### config.mk
export PLATFORM = sky130hd
export DESIGN_NAME = uart_reg_loader
export DESIGN_NICKNAME = d
export VERILOG_FILES = /design/src/rtl/uart_pkg.sv /design/src/rtl/uart_rx_core.sv /design/src/rtl/uart_reg_loader.sv
export SDC_FILE = /design/constraint.sdc
export NUM_CORES = 1
export LEC_CHECK = 0
export ABC_CLOCK_PERIOD_IN_PS = 2700
export CAP_MARGIN = 20
export CORE_MARGIN = 5
export CORE_UTILIZATION = 40
export DETAILED_ROUTE_END_ITERATION = 12
export HOLD_SLACK_MARGIN = 0.15
export PLACE_DENSITY_LB_ADDON = 0.15
export REMOVE_ABC_BUFFERS = 1
export SLEW_MARGIN = 5
export SYNTH_ARGS = -nofsm -noshare
export SYNTH_HDL_FRONTEND = slang
export SYNTH_SLANG_ARGS = --single-unit
### constraint.sdc
create_clock -name clk -period 2.7 [get_ports clk]
set_clock_uncertainty 0.1 [all_clocks]
set_input_delay 0.405 -clock clk [delete_from_list [all_inputs] [get_ports clk]]
set_output_delay 0.405 -clock clk [all_outputs]
set_load 0.005 [all_outputs]
### src/rtl/uart_pkg.sv
// Shared types and helpers for the UART register loader.
// Optional even parity: define UART_REG_LOADER_PARITY_EN.
package uart_pkg;

    typedef enum logic [2:0] {
        IDLE,
        START,
        DATA,
        PARITY,
        STOP
    } rx_state_t;

    typedef enum logic {
        WAIT_CMD,
        WAIT_DATA
    } ld_state_t;

    localparam int CMD_FLAG_BIT = 7;

    function automatic int clks_per_bit(input int clk_hz, input int baud);
        return clk_hz / baud;
    endfunction

endpackage

### src/rtl/uart_rx_core.sv
// Synchronizer, 8-bit UART byte receiver and parity check.
// Parity bit present only when UART_REG_LOADER_PARITY_EN is defined.
module uart_rx_core
    import uart_pkg::*;
#(
    parameter int CLKS_PER_BIT = 10
) (
    input  logic       clk,
    input  logic       rst,
    input  logic       rx,
    output logic [7:0] rx_byte,
    output logic       rx_valid,
    output logic       frame_err,
    output logic       parity_err
);

    localparam int CW = $clog2(CLKS_PER_BIT);
    localparam logic [CW-1:0] HALF_M1 = CW'(CLKS_PER_BIT / 2 - 1);
    localparam logic [CW-1:0] FULL_M1 = CW'(CLKS_PER_BIT - 1);

    logic rx_s1, rx_s2, rx_d;
    logic fall;

    rx_state_t state, state_n;
    logic [CW-1:0] cnt, cnt_n;
    logic [2:0] bit_cnt, bit_n;
    logic [7:0] shift, shift_n;
    logic stop_hold, hold_n;
    logic [7:0] byte_n;
    logic valid_n, ferr_n;

    // rx_d lets the edge detector compare consecutive synchronized samples
    always_ff @(posedge clk) begin
        if (rst) begin
            rx_s1 <= 1'b1;
            rx_s2 <= 1'b1;
            rx_d  <= 1'b1;
        end else begin
            rx_s1 <= rx;
            rx_s2 <= rx_s1;
            rx_d  <= rx_s2;
        end
    end

    assign fall = rx_d & ~rx_s2;

`ifdef UART_REG_LOADER_PARITY_EN
    logic par_bad, par_bad_n;
    logic perr_n;
    logic parity_err_q;

    always_ff @(posedge clk) begin
        if (rst) begin
            par_bad      <= 1'b0;
            parity_err_q <= 1'b0;
        end else begin
            par_bad      <= par_bad_n;
            parity_err_q <= perr_n;
        end
    end

    assign parity_err = parity_err_q;
`else
    assign parity_err = 1'b0;
`endif

    always_ff @(posedge clk) begin
        if (rst) begin
            state     <= IDLE;
            cnt       <= '0;
            bit_cnt   <= '0;
            shift     <= '0;
            stop_hold <= 1'b0;
            rx_byte   <= '0;
            rx_valid  <= 1'b0;
            frame_err <= 1'b0;
        end else begin
            state     <= state_n;
            cnt       <= cnt_n;
            bit_cnt   <= bit_n;
            shift     <= shift_n;
            stop_hold <= hold_n;
            rx_byte   <= byte_n;
            rx_valid  <= valid_n;
            frame_err <= ferr_n;
        end
    end

    always_comb begin
        state_n = state;
        cnt_n   = cnt;
        bit_n   = bit_cnt;
        shift_n = shift;
        hold_n  = stop_hold;
        byte_n  = rx_byte;
        valid_n = 1'b0;
        ferr_n  = 1'b0;
`ifdef UART_REG_LOADER_PARITY_EN
        par_bad_n = par_bad;
        perr_n    = 1'b0;
`endif
        unique case (state)
            IDLE: begin
                cnt_n = '0;
                if (fall) begin
                    state_n = START;
                    bit_n   = '0;
                end
            end
            START: begin
                if (cnt == HALF_M1) begin
                    cnt_n   = '0;
                    state_n = rx_s2 ? IDLE : DATA;
                end else begin
                    cnt_n = cnt + CW'(1);
                end
            end
            DATA: begin
                if (cnt == FULL_M1) begin
                    cnt_n   = '0;
                    shift_n = {rx_s2, shift[7:1]};
                    bit_n   = bit_cnt + 3'd1;
                    if (bit_cnt == 3'd7) begin
`ifdef UART_REG_LOADER_PARITY_EN
                        state_n = PARITY;
`else
                        state_n = STOP;
`endif
                    end
                end else begin
                    cnt_n = cnt + CW'(1);
                end
            end
`ifdef UART_REG_LOADER_PARITY_EN
            PARITY: begin
                if (cnt == FULL_M1) begin
                    cnt_n     = '0;
                    par_bad_n = rx_s2 ^ (^shift);
                    state_n   = STOP;
                end else begin
                    cnt_n = cnt + CW'(1);
                end
            end
`endif
            STOP: begin
                if (stop_hold) begin
                    // bad stop bit: wait for the line to idle before rearming
                    if (rx_s2) begin
                        hold_n  = 1'b0;
                        state_n = IDLE;
                    end
                end else if (cnt == FULL_M1) begin
                    cnt_n = '0;
`ifdef UART_REG_LOADER_PARITY_EN
                    perr_n = par_bad;
                    if (rx_s2) begin
                        state_n = IDLE;
                        if (!par_bad) begin
                            byte_n  = shift;
                            valid_n = 1'b1;
                        end
                    end else begin
                        ferr_n = 1'b1;
                        hold_n = 1'b1;
                    end
`else
                    if (rx_s2) begin
                        state_n = IDLE;
                        byte_n  = shift;
                        valid_n = 1'b1;
                    end else begin
                        ferr_n = 1'b1;
                        hold_n = 1'b1;
                    end
`endif
                end else begin
                    cnt_n = cnt + CW'(1);
                end
            end
            default: begin
                state_n = IDLE;
            end
        endcase
    end

endmodule

### src/rtl/uart_reg_loader.sv
// UART command loader: {addr byte, data byte} -> register-file write.
// Optional even parity: define UART_REG_LOADER_PARITY_EN.
module uart_reg_loader
    import uart_pkg::*;
#(
    parameter int CLK_HZ       = 50_000_000,
    parameter int BAUD         = 115_200,
    parameter int TIMEOUT_BITS = 32
) (
    input  logic       clk,
    input  logic       rst,
    input  logic       rx,
    output logic       we3,
    output logic [2:0] wa3,
    output logic [7:0] wd3,
    output logic [7:0] rx_byte,
    output logic       rx_valid,
    output logic       frame_err,
    output logic       parity_err,
    output logic       cmd_err
);

    localparam int CPB = clks_per_bit(CLK_HZ, BAUD);
    localparam int TMO = TIMEOUT_BITS * CPB;
    localparam int TW  = $clog2(TMO);
    localparam logic [TW-1:0] TMO_M1 = TW'(TMO - 1);

    ld_state_t ld, ld_n;
    logic [TW-1:0] tmo, tmo_n;
    logic we_n, ce_n;
    logic [2:0] wa_n;
    logic [7:0] wd_n;

    uart_rx_core #(
        .CLKS_PER_BIT(CPB)
    ) u_core (
        .clk       (clk),
        .rst       (rst),
        .rx        (rx),
        .rx_byte   (rx_byte),
        .rx_valid  (rx_valid),
        .frame_err (frame_err),
        .parity_err(parity_err)
    );

    always_ff @(posedge clk) begin
        if (rst) begin
            ld      <= WAIT_CMD;
            tmo     <= '0;
            we3     <= 1'b0;
            wa3     <= '0;
            wd3     <= '0;
            cmd_err <= 1'b0;
        end else begin
            ld      <= ld_n;
            tmo     <= tmo_n;
            we3     <= we_n;
            wa3     <= wa_n;
            wd3     <= wd_n;
            cmd_err <= ce_n;
        end
    end

    always_comb begin
        ld_n  = ld;
        tmo_n = tmo;
        we_n  = 1'b0;
        ce_n  = 1'b0;
        wa_n  = wa3;
        wd_n  = wd3;
        unique case (ld)
            WAIT_CMD: begin
                tmo_n = '0;
                if (rx_valid) begin
                    if (rx_byte[CMD_FLAG_BIT]) begin
                        wa_n = rx_byte[2:0];
                        ld_n = WAIT_DATA;
                    end else begin
                        ce_n = 1'b1;
                    end
                end
            end
            WAIT_DATA: begin
                // an arriving byte outranks an expiring timeout
                if (rx_valid) begin
                    wd_n = rx_byte;
                    we_n = 1'b1;
                    ld_n = WAIT_CMD;
                end else if (frame_err || parity_err) begin
                    ld_n = WAIT_CMD;
                end else if (tmo == TMO_M1) begin
                    ce_n = 1'b1;
                    ld_n = WAIT_CMD;
                end else begin
                    tmo_n = tmo + TW'(1);
                end
            end
            default: begin
                ld_n = WAIT_CMD;
            end
        endcase
    end

endmodule

==> results.toml <==
[cells_and_area]
multi_input_area_um2 = 1600
area_growth_pct = 18.23
seq_area_um2 = 1301
drive_gt1_share_pct = 10.08
fillers = 698
final_net_count = 371
antenna_cells = 0

[hold_path]
min_to = "u_core.rx_s2$_SDFF_PP1_"
min_from = "u_core.rx_s1$_SDFF_PP1_"
hp-class = "reg -> reg"
whs_path_depth = 1

[clock_tree]
cts_buffer_depth = 2
cts_made_buffers = 9
hold_buffers = 0
htreeDepth = 3
clk_pin_slew_ns = 0.08
postCtsResizedCells = 0
postCtsSetupBuffers = 0
insertion_delay_ns = 0.34
cts_tree = "done"
cts.sinks = 65
cts_root_buf = "clkbuf_8"

[floorplanning]
ios = 27
num_rows = 31
fp.coreArea_um2 = 7331
dieArea_um2 = 9483
dieHeight_um = 97.38
initial_core_util_pct = 41.66
die_x_um = 97.38

[setup_path]
rrSetupSlack_ns = 0.57
crit_path_start_kind = "flip-flop"
critical_path_required_ns = 2.89
critPathCaptureType = "flip-flop"
crit_arrival_ns = 2.33
critPathKind = "reg -> reg"
r2r_cells = 5
r2r-start = "tmo[0]$_SDFFE_PP0P_"
rr_endpoint = "tmo[10]$_SDFFE_PP0P_"
cp-startpoint = "tmo[0]$_SDFFE_PP0P_"
crit_fanout = 6

[detailed_routing]
drtAntennaViolNets = 0
drtPass1Iterations = 5
post_drt_wl_per_cell_um = 14.06
vias = 2551
wirelength_mm = 6.552
drt-initial-drc-count = 77
viasPerCell = 5.474
drc_errors = 0

[global_routing]
grt_pass1_vias = 2293
grt_antenna_before_repair = 0
grt_max_degree = 49
overflow = 0
grt_pass1_wl_mm = 11.12
track_usage_pct = 14.00

[pwr]
p_per_area_nw_per_um2 = 581.6
power.leakage_nw = 1.342
irDropWorstVdd_mv = 0.3709
power_mw = 2.100

[yosys]
synth_top_flop_cell = "dfxtp_1"
postSynthCellCount = 343
yosysSeqAreaShare_pct = 42.61
synth_area_per_cell_um2 = 8.904
yosysUniqueCellTypes = 62
async_reset_ff_share_pct = 0
ys_ff_latch = 65
synth_area_um2 = 3054
yosysWarnings = 0
synth_edf_count = 0

[sta]
rsz0062_at_grt = "no"
tightest_slew_ns = 0.7639
final.setup.tns_ns = 0
timing.final.ws_setup_ns = 0.5654
max_slew_margin_pct = 48.73
fmax_mhz = 468.5
period_share_pct = 79.06
hold_viol = 0
drv_slew = 0
min_period_ns = 2.135
finalSetupViolCount = 0

[run_status]
outcome = "finished, final reports clean"

[placed_design]
dp_slack_ns = 0.5461
gp_congestion = 0.7673
io_buffers = 25
dp_hpwl_mm = 4.460

[run]
cap_violations = 0
==> worst max-delay path: stages, from the launching register on <==
cell and delay, ns:
dfxtp_1 0.39, ha_1 0.23, nand4_1 0.29, or4_4 0.61, or4_1 0.40, nand2_1 0.08
==> logic make-up after synthesis <==
logic type               share of synthesized area, %
AND/OR/NAND/NOR                                 24.54
AO/OA/AOI/OAI                                   17.90
flip-flops                                      42.61
buffers and inverters                           4.998
multiplexers                                    6.227
adder cells (fa/ha/maj)                         2.458
XOR/XNOR                                        1.147
other                                          0.1228
==> how the worst max path moves through the flow <==
stage | to | slack [ns] | cells past startpoint
floorplan | tmo[12]$_SDFFE_PP0P_ | 0.69 | 5
global placement | tmo[10]$_SDFFE_PP0P_ | 0.61 | 5
detailed placement | tmo[10]$_SDFFE_PP0P_ | 0.55 | 5
CTS | tmo[10]$_SDFFE_PP0P_ | 0.54 | 5
global route | tmo[10]$_SDFFE_PP0P_ | 0.40 | 5
finish | tmo[10]$_SDFFE_PP0P_ | 0.57 | 5
==> metal layers <==
layer | up-vias | track usage, % | routed length (um)
li1 | 1294 | - | -
met4 | 0 | 4.153 | 88
met3 | 13 | 4.379 | 303
met5 | - | 0 | 0
met1 | 1191 | 18.22 | 3137
met2 | 53 | 22.25 | 3023
==> metrics by stage <==
step,utilization (%),cells,cell area (um^2),hold slack [ns]
finish,49.26,466,3611,0.3098
global route,49.26,466,3611,0.3214
CTS,49.26,466,3611,0.3109
detailed placement,45.64,450,3346,0.2932
global placement,45.64,450,3346,0.2905
floorplan,-,320,2932,0.2895
==> state kept, by name (all words and copies together), names as in the netlist <==
register and count:
u_core.rx_s2 1, u_core.bit_cnt 3, u_core.shift 8, u_core.rx_byte 8, u_core.rx_valid 1, ld 1, we3 1, cmd_err 1
u_core.rx_d 1, u_core.state 3, wa3 3, u_core.stop_hold 1, u_core.frame_err 1, u_core.rx_s1 1, u_core.cnt 9, tmo 14
wd3 8
==> placed cells by master (no fill, tap or decap), types with 5 or more instances in the layout <==
master and n:
o211ai_1 12, dfxtp_1 65, nor2_1 37, inv_1 7
mux2i_1 19, nand4_1 5, o21ai_0 6, nor3b_1 5
clkdlybuf4s50_1 24, or2_2 5, a21oi_1 18, nand3_1 17
ha_1 6, or3_1 5, nand2_1 35, nor4_1 6
clkbuf_8 9, a31oi_1 9, buf_4 6
==> power breakdown <==
group	switching, mW	internal [mW]	total (mW)
combinational	0.0231	0.00942	0.0325
sequential	0.00462	0.961	0.966
clock	0.394	0.708	1.10
total	0.421	1.68	2.10
==> Yosys cell counts, drive strengths merged, types with 3 or more instances <==
master  number  area, um^2
a21oi       18       90.09
nand4        5       31.28
or3          5       31.28
nor4         7       50.05
buf          9       60.05
o221ai       3       26.28
nor3b        5       37.54
or4          4       33.78
nor3         4       31.28
a31oi        9       56.30
nand2       35       131.4
ha           6       75.07
nor2b        3       18.77
o211ai      12       90.09
inv          7       26.28
o21ai        8       40.04
or2          5       31.28
nor2        37       138.9
clkbuf      14       62.56
xnor2        3       26.28
mux2i       19       190.2
o41ai        3       45.05
dfxtp       65        1301
a211oi       5       42.54
nand2b       3       18.77
nand3       17       85.08
==> final cells by class <==
type,count,share of cell area (%)
Clock buffer,9,3.430
Tap cell,99,3.430
Timing Repair Buffer,31,8.039
Multi-Input combinational cell,247,44.32
Clock inverter,7,3.915
Inverter,8,0.8316
Sequential cell,65,36.04
Note: power is estimated with default switching activity, not from simulation.
